File: config.mk
export PLATFORM = sky130hd
export DESIGN_NAME = stack_controller
export DESIGN_NICKNAME = d
export VERILOG_FILES = /design/src/rtl/fib_pkg.sv /design/src/rtl/stack_mem.sv /design/src/rtl/stack_controller.sv
export SDC_FILE = /design/constraint.sdc
export NUM_CORES = 1
export LEC_CHECK = 0
export CAP_MARGIN = 30
export CORE_MARGIN = 1.5
export CORE_UTILIZATION = 24
export DETAILED_ROUTE_END_ITERATION = 16
export PLACE_DENSITY = 0.39
export SKIP_LAST_GASP = 1
export SLEW_MARGIN = 5
export SYNTH_ARGS = -nofsm -noshare
export SYNTH_HDL_FRONTEND = slang
export SYNTH_SLANG_ARGS = --single-unit
File: constraint.sdc
create_clock -name clk -period 2.2 [get_ports clk]
set_input_delay 0.44 -clock clk [delete_from_list [all_inputs] [get_ports clk]]
set_output_delay 0.44 -clock clk [all_outputs]
set_load 0.1 [all_outputs]
File: src/rtl/fib_pkg.sv
// -----------------------------------------------------------------------------
// fib_pkg
// Types and constants shared by the Fibonacci datapath controller and its frame
// stack (stack_controller).
//   state_t   : handshake FSM states (IDLE, SEED, PUSH, POP, ACK)
//   W         : default width of the frame fields n and flag
//   SEED_FLAG : flag value stored with the seed frame at start
// -----------------------------------------------------------------------------
package fib_pkg;

    localparam int W         = 8;
    localparam int SEED_FLAG = 1;

    typedef enum logic [2:0] {
        IDLE,
        SEED,
        PUSH,
        POP,
        ACK
    } state_t;

endpackage

File: src/rtl/stack_mem.sv
// -----------------------------------------------------------------------------
// stack_mem
// DEPTH x WIDTH register file holding the stack frames.
// Ports:
//   clk   : write clock, rising edge
//   we    : write enable
//   waddr : write address
//   wdata : write data ({n, flag})
//   raddr : read address
//   rdata : combinational read data (registered by the parent)
// -----------------------------------------------------------------------------
module stack_mem #(
    parameter int DEPTH = 16,
    parameter int WIDTH = 16
) (
    input  logic                     clk,
    input  logic                     we,
    input  logic [$clog2(DEPTH)-1:0] waddr,
    input  logic [WIDTH-1:0]         wdata,
    input  logic [$clog2(DEPTH)-1:0] raddr,
    output logic [WIDTH-1:0]         rdata
);

    logic [WIDTH-1:0] mem [DEPTH];

    // NOTE: storage arrays carry no reset; the stack pointer alone defines
    // which entries are meaningful, and leaving the array unreset keeps it a
    // plain register file / RAM.
    always_ff @(posedge clk) begin
        if (we) begin
            mem[waddr] <= wdata;
        end
    end

    assign rdata = mem[raddr];

endmodule

File: src/rtl/stack_controller.sv
// -----------------------------------------------------------------------------
// stack_controller
// Frame stack for the Fibonacci datapath controller. Serves held push/pop
// requests with a one-cycle readySig completion pulse and seeds the stack with
// {n_init, SEED_FLAG} on start. Each operation takes IDLE -> op -> ACK.
//
// Optional feature macro: STACK_GUARD_EN
//   defined   : push on full / pop on empty are refused, raising the sticky
//               overflow / underflow flags (cleared by rst or start).
//   undefined : sp wraps modulo 2*DEPTH, overflow/underflow stay 0.
//
// Ports:
//   clk, rst          : clock (rising edge), synchronous active-high reset
//   start, n_init     : clear stack and push seed frame {n_init, SEED_FLAG}
//   pushSig, popSig   : held requests, served in IDLE (start > push > pop)
//   n_in, flag_in     : frame to push, sampled on acceptance
//   readySig          : one-cycle completion pulse
//   n_out, flag_out   : last popped frame, registered
//   empty, full       : registered pointer status
//   overflow,underflow: sticky error flags (guard build only)
// -----------------------------------------------------------------------------
module stack_controller #(
    parameter int DEPTH = 16,
    parameter int W     = fib_pkg::W
) (
    input  logic         clk,
    input  logic         rst,
    input  logic         start,
    input  logic [W-1:0] n_init,
    input  logic         pushSig,
    input  logic         popSig,
    input  logic [W-1:0] n_in,
    input  logic [W-1:0] flag_in,
    output logic         readySig,
    output logic [W-1:0] n_out,
    output logic [W-1:0] flag_out,
    output logic         empty,
    output logic         full,
    output logic         overflow,
    output logic         underflow
);

    import fib_pkg::*;

    localparam int AW  = $clog2(DEPTH);
    localparam int SPW = AW + 1;
    localparam logic [SPW-1:0] SP_FULL = SPW'(DEPTH);

    state_t           state;
    logic [SPW-1:0]   sp;
    logic [SPW-1:0]   sp_nxt;
    logic [W-1:0]     n_lat;
    logic [W-1:0]     f_lat;
    logic             we;
    logic [AW-1:0]    waddr;
    logic [AW-1:0]    raddr;
    logic [2*W-1:0]   rdata;
    logic             push_blocked;
    logic             pop_blocked;

`ifdef STACK_GUARD_EN
    assign push_blocked = (sp == SP_FULL);
    assign pop_blocked  = (sp == '0);
`else
    assign push_blocked = 1'b0;
    assign pop_blocked  = 1'b0;
`endif

    // The write of an aborted operation is suppressed on the reset edge.
    assign we    = !rst && ((state == SEED) || ((state == PUSH) && !push_blocked));
    assign waddr = (state == SEED) ? '0 : sp[AW-1:0];
    // Top-of-stack entry; the AW-bit subtraction gives the mod-DEPTH index.
    assign raddr = sp[AW-1:0] - AW'(1);

    stack_mem #(
        .DEPTH (DEPTH),
        .WIDTH (2 * W)
    ) u_mem (
        .clk   (clk),
        .we    (we),
        .waddr (waddr),
        .wdata ({n_lat, f_lat}),
        .raddr (raddr),
        .rdata (rdata)
    );

    // Next stack pointer; empty/full are registered from it so they change
    // on the same edge as sp.
    // NOTE: every always_comb output gets a default first so no path can
    // leave it unassigned and infer a latch.
    always_comb begin
        sp_nxt = sp;
        case (state)
            IDLE:    if (start)         sp_nxt = '0;
            SEED:                       sp_nxt = SPW'(1);
            PUSH:    if (!push_blocked) sp_nxt = sp + SPW'(1);
            POP:     if (!pop_blocked)  sp_nxt = sp - SPW'(1);
            default:                    sp_nxt = sp;
        endcase
    end

    // NOTE: sequential state uses non-blocking assignments only, so every
    // register samples the pre-edge values regardless of statement order.
    always_ff @(posedge clk) begin
        if (rst) begin
            state     <= IDLE;
            sp        <= '0;
            readySig  <= 1'b0;
            n_out     <= '0;
            flag_out  <= '0;
            empty     <= 1'b1;
            full      <= 1'b0;
            overflow  <= 1'b0;
            underflow <= 1'b0;
        end else begin
            sp    <= sp_nxt;
            empty <= (sp_nxt == '0);
            full  <= (sp_nxt == SP_FULL);
            case (state)
                IDLE: begin
                    if (start) begin
                        n_lat     <= n_init;
                        f_lat     <= W'(SEED_FLAG);
                        overflow  <= 1'b0;
                        underflow <= 1'b0;
                        state     <= SEED;
                    end else if (pushSig) begin
                        n_lat <= n_in;
                        f_lat <= flag_in;
                        state <= PUSH;
                    end else if (popSig) begin
                        state <= POP;
                    end
                end
                SEED: begin
                    readySig <= 1'b1;
                    state    <= ACK;
                end
                PUSH: begin
`ifdef STACK_GUARD_EN
                    if (push_blocked) overflow <= 1'b1;
`endif
                    readySig <= 1'b1;
                    state    <= ACK;
                end
                POP: begin
                    if (pop_blocked) begin
                        n_out    <= '0;
                        flag_out <= '0;
`ifdef STACK_GUARD_EN
                        underflow <= 1'b1;
`endif
                    end else begin
                        {n_out, flag_out} <= rdata;
                    end
                    readySig <= 1'b1;
                    state    <= ACK;
                end
                ACK: begin
                    // Requester drops its request on this same edge.
                    readySig <= 1'b0;
                    state    <= IDLE;
                end
                default: state <= IDLE;
            endcase
        end
    end

endmodule
==> reports/results.ini <==
[global_route]
grt_pass1_wl_mm=43.1
groute.usage.overall_pct=11.9
grt_max_degree=35
gr-total-overflow=0
antenna_found_initial=0
grt_pass1_vias=6714

[clocking]
h-tree-depth=2
cts_buffers=35
cts_tree=built
clk_path_buf_depth=3
clk_latency_ns=0.51
post_cts_buffers=0
cts.clk_slew.worst_paths_ns=0.06
cts_sinks=299
cts-hold-fix-buffers=0
cts_root_buf=clkbuf_16

[synth]
netlist_instances=626
yosys.area.top_type=edfxtp_1
synth_top_cell_area_share_pct=70.2
synth_area_per_cell_um2=18.6
synth-seq-area-share_pct=74.9
ys_ff_latch=299
synth_cell_types=43
synth_top_cells_by_area=edfxtp_1, mux4_2, dfxtp_1, nand2_1, a21oi_1
yosysWarnings=0
synth_area_um2=11600

[die]
start_util_pct=24.4
die_x_um=223
dieArea_um2=49800
row_count=80
ios=50
dieHeight_um=223
coreArea_um2=47700

[route]
wl_per_cell_um=21.2
vias=6092
drc=0
wl_met1_mm=12.2
wl_met3_um=966
routed_wirelength_mm=29.1
ant_nets=0
via_per_inst=4.44
drt-initial-drc-count=343
highest_layer=met4
wl_met2_mm=15.4
firstDrtPassIters=4

[critical_path]
startpoint=state[2]$_SDFFE_PP0P_
r2r_cells=8
crit_slowest_cell=or4bb_1
r2r_setup_slack_ns=0.15
worstReg2RegEnd=empty$_SDFF_PP1_
slowest_delay_ns=0.48
r2r-start=state[2]$_SDFFE_PP0P_
cp_max_fo=6
start_kind=register
criticalPathCategory=reg -> reg
path_cells=nand3b_1 > xnor2_1 > ha_2 > or4bb_1 > a31oi_1 > a211oi_2 > nand4_1 > o21bai_1
worstPathArrival_ns=2.43
end_kind=register
crit_required_ns=2.58

[layout]
layout.cells.non_filler=1373
diodes=0
final_common_cell=edfxtp_1
areaGrowthSynthToFinish_pct=23.5
mostFrequentLayoutCells=edfxtp_1, nand2_1, mux4_2
drive_gt1_share_pct=28.9
nets=765
fin_util_pct=30.1

[worst_hold_path]
hp-start=flag_out[4]$_SDFFE_PP0N_
whs_endpoint=flag_out[4]$_SDFFE_PP0N_
holdPathStages=1
holdCritPathClass=reg -> reg

[sta]
slew_headroom_pct=38.2
setup_viol=0
fin_crit_ns=2.05
rsz0062_at_grt=no
fmax_ghz=0.488
drv_slew=0
fin_crit_sh_pct=93.1
skew_ns=0.0192
tightest_slew_ns=0.923
hold_viol_final=0

[power]
p_leak_nw=4.69
power_density_nw_per_um2=877
switching_share_pct=22.8
ir_drop_mv=0.400
power_frac_seq_pct=51.1
combPwrFrac_pct=8.7
p_sw_w=0.00287
clkPwrFrac_pct=40.2
p_int_w=0.00972

[place]
place_inst=1312
dp_hpwl_mm=19.5
place.gp.congestion=0.752
io_buffers=47

[outcome]
status=complete, no violations

[run]
drv_cap=0

-- power groups by stage --
stage	clock, W	combinational [W]	sequential (W)
global placement	0	0.00113	0.00655
finish	0.00506	0.00110	0.00643
detailed placement	0	0.00113	0.00656
CTS	0.00524	0.00114	0.00644
floorplan	0	0.000658	0.00656
global route	0.00544	0.00120	0.00645
-- layer usage --
layer / vias to the layer above / global-route usage, %
met5: - / 0
met4: 0 / 3.47
met3: 47 / 2.03
met2: 103 / 21.7
met1: 3247 / 14.3
li1: 2695 / -
-- cells in the mapped netlist --
master,count
a211o_1,16
a211oi_1,1
a211oi_2,1
a21oi_1,36
a221oi_1,1
a22o_1,1
a31oi_1,1
a32oi_1,1
and2_1,1
buf_1,5
buf_2,8
buf_4,7
buf_6,6
clkbuf_1,11
conb_1,1
dfxtp_1,27
edfxtp_1,272
ha_1,2
inv_1,5
maj3_1,1
mux2_2,8
mux2i_1,1
mux4_2,64
nand2_1,70
nand2b_1,3
nand3_1,1
nand3b_1,5
nand4_1,4
nor2_1,29
nor2b_1,11
nor3_1,6
nor3_4,1
nor3b_1,1
o21a_1,3
o21ai_0,4
o21bai_1,2
o31ai_1,1
or2_2,1
or3b_2,1
or4_1,1
or4bb_1,1
xnor2_1,3
xor2_2,1
-- cell type report --
cell class	count	area, um^2
well taps	615	769
clock buffers	47	921
flip-flops and latches	299	8710
repair buffers	107	1110
multi-input cells	286	2760
inverters	5	18.8
fillers	4611	33400
clock inverters	14	70.1
-- timing repair --
action,4_1_cts,5_1_grt
endpoints found under the setup margin,0,4
endpoints found under the hold margin,0,0
resized for setup,0,3
-- cells by family after synthesis --
| kind of cell | synth area share, % |
|---|---|
| AOI/OAI and AO/OA | 3.77 |
| buffers and inverters | 2.06 |
| xor gates and xnor gates | 0.366 |
| and+or+nand+nor | 5.34 |
| other | 0.0322 |
| muxes | 13.3 |
| adders and majority gates | 0.301 |
| DFF | 74.9 |
-- critical path: cells and delay by family, from the launching register on --
kind                     cells  cell delay, ns
AND/OR/NAND/NOR              3            0.86
adder cells (fa/ha/maj)      1            0.24
flip-flops                   1            0.30
AO/OA/AOI/OAI                3            0.34
XOR/XNOR                     1            0.20
-- per-stage QoR --
stage / worst slack [ns] / instance area (um^2) / TNS [ns] / power, W / hold WS [ns]
3_5_place_dp: -0.0123 / 13400 / -0.164 / 0.00769 / 0.474
3_3_place_gp: -0.00461 / 13400 / -0.0367 / 0.00768 / 0.505
4_1_cts: 0.0187 / 14300 / 0 / 0.0128 / 0.488
2_1_floorplan: 0.00454 / 11600 / 0 / 0.00722 / 0.585
5_1_grt: 0.00555 / 14400 / 0 / 0.0131 / 0.506
6_report: 0.152 / 14400 / 0 / 0.0126 / 0.488
-- flip-flops by register name, indices dropped and copies added (netlist names), 3 cells and up --
name	flops
u_mem.mem	256
f_lat	8
flag_out	8
n_lat	8
n_out	8
sp	5
state	3
-- how the worst max path moves through the flow --
stage	endpoint	cells after the start
after CTS	n_out[2]$_SDFFE_PP0N_	8
final	empty$_SDFF_PP1_	8
after global routing	empty$_SDFF_PP1_	8
after detailed placement	u_mem.mem[1][3]$_DFFE_PP_	7
after floorplan	u_mem.mem[7][0]$_DFFE_PP_	4
after global placement	u_mem.mem[2][2]$_DFFE_PP_	7
Note: power is estimated with default switching activity, not from simulation.
==> edit 1, RTL diff (same settings) <==
`DEPTH` is set to 16 in 2 places; all go to 32.
--- a/src/rtl/stack_mem.sv
+++ b/src/rtl/stack_mem.sv
@@ -12,3 +12,3 @@
 module stack_mem #(
-    parameter int DEPTH = 16,
+    parameter int DEPTH = 32,
     parameter int WIDTH = 16
--- a/src/rtl/stack_controller.sv
+++ b/src/rtl/stack_controller.sv
@@ -22,3 +22,3 @@
 module stack_controller #(
-    parameter int DEPTH = 16,
+    parameter int DEPTH = 32,
     parameter int W     = fib_pkg::W
Behaviour: no difference found for any inputs over 4 cycles, from zero or initial values and one cycle with rst high; that may be too few to reach the edited logic, so the function may still have changed.
==> edit 1 against the unedited design <==
The flow now finishes with violations (setup timing); fmax down 7.1%; combinational power rose to 2.6 times the old value; sequential cell count up 257; wire length up 130%; synthesized area up 90%; power up 100%; first-iteration DRC count rose to 2.8 times the old value; final area up 96%; clock skew up 0.0026 ns; worst setup slack worse by 0.16 ns; utilization up 0.67 points; die area up 89%; clock power up 110%; critical path type unchanged; highest routed layer unchanged.
==> edit 1: results (changes against the unedited design) <==
stage	metric	value	unit	change
status	outcome	finished with violations		
status	violations	setup timing		
power	ir_drop	0.000399	V	-0.24%
power	swShare	0.231		+0.00332
route	wl_per_cell	25.3	um	+19%
setup_path	crit_arrival	2.67	ns	+0.24 ns
synthesis	synth.area.top_cells	edfxtp_1 (72%), mux4_2 (13%), nand3_1 (2.7%)		
synthesis	synth_seq_area_share	0.742		-0.00691
setup_path	cp_max_fo	7		+1
placement	routabilityCongestion	0.751		-0.16%
sta	tns	-0.00451	ns	-0.00451 ns
synthesis	ys.flop_type	edfxtp_1		
global_routing	antenna_found_initial	2		+2
clock_tree	numCtsBuffers	66		+89%
route	drt-initial-drc-count	973		+180%
cells_and_area	drive_above_1_share	0.350		+0.0614
sta	clock_skew	0.0218	ns	+0.00257 ns
sta	finalSetupViolations	1		+1
synthesis	synth_compound_area_frac	0.0344		-0.00322
route	routed-wl-met2	32300	um	+110%
cells_and_area	largest_reg_flops	512		+100%
synthesis	netlist_instances	1153		+84%
global_routing	grt_max_degree	40		+14%
synthesis	synth_mux_area_frac	0.134		+0.00181
setup_path	critPathLaunch	sp[0]		
sta	fin_ws	-0.00451	ns	-0.157 ns
synthesis	synth-adder-area-share	0.00418		+0.00117
global_routing	grt_pass1_wl	92700	um	+110%
synthesis	netlist_top_cells_count	edfxtp_1 (528), mux4_2 (128), nand3_1 (119)		
route	drt_wl_total	66000	um	+130%
global_routing	grt_usage	0.138		+0.0191
route	vias_per_cell	4.51		+1.7%
route	drt_pass1_iterations	5		+1
hold_path	holdCritStartpoint	popSig		
setup_path	worst_path_largest_cell_delay	0.36	ns	-0.12 ns
clock_tree	insertion_delay	0.59	ns	+0.08 ns
cells_and_area	nFillCells	8778		+90%
route	wl_met3	2750	um	+180%
placement	dpl.cell_count	2461		+88%
synthesis	synthXorXnorAreaFrac	0.00158		-0.00207
cells_and_area	nets	1405		+84%
clock_tree	cts-htree-levels	3		+1
route	met1_length	30000	um	+140%
power	power.leakage	8.77	nW	+87%
placement	dp_hpwl	40000	um	+110%
setup_path	path_delay_family	buffers and inverters		
sta	relSlewSlack	0.528		+0.146
-- edit 1: worst paths after layout --
| path | endpoint | slack, ns | cells after the start |
|---|---|---|---|
| worst max register to register | flag_out[2] | -0.005 | 11 |
| worst max-delay path | flag_out[2] | -0.005 | 11 |
| worst min-delay path | state[1] | 0.47 | 3 |
| worst min register to register | flag_out[1] | 0.50 | 2 |
-- edit 1: final cells by class --
type | instances | area, um^2 | share of cell area
Antenna cell | 3 | 7.51 | 0.000267
Tap cell | 1186 | 1480 | 0.0527
Clock buffer | 85 | 1790 | 0.0635
Inverter | 7 | 31.3 | 0.00111
Multi-Input combinational cell | 514 | 5420 | 0.193
Clock inverter | 29 | 289 | 0.0103
Sequential cell | 556 | 16400 | 0.584
Timing Repair Buffer | 225 | 2700 | 0.0960
-- edit 1: layer usage --
layer | track usage | vias to the layer above
met1 | 0.190 | 6262
met3 | 0.0207 | 73
met2 | 0.228 | 255
li1 | - | 5165
met4 | 0.0335 | 0
met5 | 0 | -
-- edit 1: logic make-up after synthesis --
kind of cell    after synthesis
fa+ha+maj                     7
buf+inv                      84
flops                       556
other cells                   1
xor+xnor                      4
simple gates                261
mux                         136
compound gates              104
-- edit 1: stage by stage --
stage	cell area [um^2]	setup WS (ns)
floorplan	22300	-0.0297
global placement	25400	-0.130
detailed placement	25400	-0.125
CTS	27600	-0.0541
global route	28100	-0.0899
finish	28100	-0.00451
-- edit 1: repair_timing --
item,4_1_cts,5_1_grt
pin swaps,3,24
gates cloned,1,5
setup buffers,3,20
setup endpoints to repair,14,92
resized for setup,13,44
-- edit 1: power groups by stage --
stage	sequential, mW	clock, mW	combinational, mW
floorplan	12.1	0	1.29
global placement	12.0	0	2.55
detailed placement	12.0	0	2.56
CTS	11.7	10.9	2.61
global route	11.7	11.3	3.01
finish	11.7	10.6	2.82
==> edit 2, RTL diff (same settings) <==
Made on the original files. Put one more register stage on the output `flag_out`, without a reset. The value now appears one clock later. The other outputs are not delayed to match. Comments in the files are not updated.
--- a/src/rtl/stack_controller.sv
+++ b/src/rtl/stack_controller.sv
@@ -47,2 +47,4 @@
     localparam logic [SPW-1:0] SP_FULL = SPW'(DEPTH);
+
+    logic [W-1:0] flag_s0;
 
@@ -109,3 +111,3 @@
             n_out     <= '0;
-            flag_out  <= '0;
+            flag_s0   <= '0;
             empty     <= 1'b1;
@@ -148,3 +150,3 @@
                         n_out    <= '0;
-                        flag_out <= '0;
+                        flag_s0 <= '0;
 `ifdef STACK_GUARD_EN
@@ -153,3 +155,3 @@
                     end else begin
-                        {n_out, flag_out} <= rdata;
+                        {n_out, flag_s0} <= rdata;
                     end
@@ -168,2 +170,6 @@
 
+    always_ff @(posedge clk) begin
+        flag_out <= flag_s0;
+    end
+
 endmodule
Formal check against the unedited RTL: not equivalent (Yosys sat finds a counterexample within 10 cycles, from zero or initial values and one cycle with rst high).
==> edit 2 against the unedited design <==
Sequential cell count grew 8; worst setup slack lost 0.049 ns; critical endpoint unchanged; largest cell class unchanged; synthesized cell count up 1.3%; final area rose by 1.5%; power rose by 3.0%; wire length decreased by 6.0%; synthesized area grew 1.4%; global-route usage fell by 0.71 points.
==> edit 2: results (changes against the unedited design) <==
stage	metric	value	unit	change
placement	post-place-ws	-0.00451	ns	+0.00775 ns
synthesis	netlist_top_cells_count	edfxtp_1 (272), nand2_1 (70), mux4_2 (64)		
sta	fmax	477	MHz	-2.4%
route	wl_per_cell	19.3	um	-9.0%
global_routing	grt_pass1_wl	41400	um	-4.0%
route	vias	5893		-3.3%
clock_tree	numCtsBuffers	34		-2.9%
global_routing	antenna_found_initial	0		unchanged
sta	clock_skew	0.0218	ns	+0.00257 ns
setup_path	r2r_cells	8		unchanged
global_routing	grt_max_degree	33		-5.7%
power	power.leakage	4.73	nW	+0.85%
synthesis	synth_mux_area_frac	0.131		-0.00177
synthesis	synth.area.top_cells	edfxtp_1 (69%), mux4_2 (12%), dfxtp_1 (5.9%)		
route	drt-initial-drc-count	353		+2.9%
status	outcome	completed		
placement	dpl_cell_area	13500	um^2	+1.2%
placement	routabilityCongestion	0.700		-6.9%
synthesis	synth_seq_area_share	0.752		+0.00357
global_routing	grt_usage	0.112		-0.00714
synthesis	synth_compound_area_frac	0.0372		-0.000504
power	ir_drop	0.000349	V	-13%
synthesis	synthXorXnorAreaFrac	0.00361		-0.0000489
cells_and_area	drive_above_1_share	0.280		-0.00871
global_routing	grt_pass1_vias	6367		-5.2%
setup_path	crit_arrival	2.48	ns	+0.05 ns
cells_and_area	largest_reg_flops	256		unchanged
cells_and_area	nets	758		-0.92%
edit 2: cell types whose count changed after synthesis:
cell,change
buf_2,-2
clkbuf_1,+2
dfxtp_1,+8
edit 2: cell families after synthesis:
group	Yosys count
simple gates	136
xor+xnor	4
buf+inv	42
fa+ha+maj	3
flops	307
mux	73
other cells	1
compound gates	68
edit 2: cell type report:
| class | count | area (um^2) |
|---|---|---|
| flip-flops and latches | 307 | 8870 |
| multi-input cells | 286 | 2740 |
| fillers | 4783 | 34200 |
| clock inverters | 18 | 151 |
| repair buffers | 93 | 1060 |
| inverters | 5 | 18.8 |
| diodes | 1 | 2.50 |
| well taps | 664 | 831 |
| clock buffers | 44 | 898 |
edit 2: what timing repair did:
action	4_1_cts	5_1_grt
endpoints found under the setup margin	0	4
gates resized for setup	0	2
setup buffers	0	1
edit 2: how the worst min path moves through the flow:
stage	startpoint	endpoint	slack, ns	depth (start not counted)
finish	flag_s0[0]	flag_out[0]	0.36	0
global placement	flag_s0[1]	flag_out[1]	0.36	0
floorplan	flag_s0[0]	flag_out[0]	0.33	0
CTS	flag_s0[0]	flag_out[0]	0.36	0
global route	flag_s0[0]	flag_out[0]	0.37	0
detailed placement	flag_s0[0]	flag_out[0]	0.36	0
edit 2: layer usage:
layer | track usage | vias up | share of wire
met4 | 0.0316 | 0 | 0.019
li1 | - | 2689 | -
met5 | 0 | - | 0
met1 | 0.154 | 3072 | 0.47
met3 | 0.0182 | 37 | 0.034
met2 | 0.182 | 95 | 0.48
edit 2: worst max-delay path, stage by stage, from the launching register on:
cell,delay (ns)
dfxtp_1,0.30
nand3b_1,0.20
xnor2_1,0.19
ha_2,0.24
or4bb_1,0.48
a31oi_1,0.19
a211oi_1,0.10
nand4_1,0.18
o21bai_1,0.09
edit 2: stage by stage:
stage	utilization	TNS (ns)	instances
5_1_grt	0.299	0	1417
3_5_place_dp	0.277	-0.0609	1354
3_3_place_gp	0.277	-5.60	1354
4_1_cts	0.299	0	1416
2_1_floorplan	-	0	635
6_report	0.299	0	1418
edit 2: power breakdown:
group / internal (mW) / total (mW) / switching, mW
Sequential: 6.44 / 6.58 / 0.131
Combinational: 0.481 / 1.07 / 0.584
Clock: 3.13 / 5.33 / 2.20
Total: 10.1 / 13.0 / 2.91
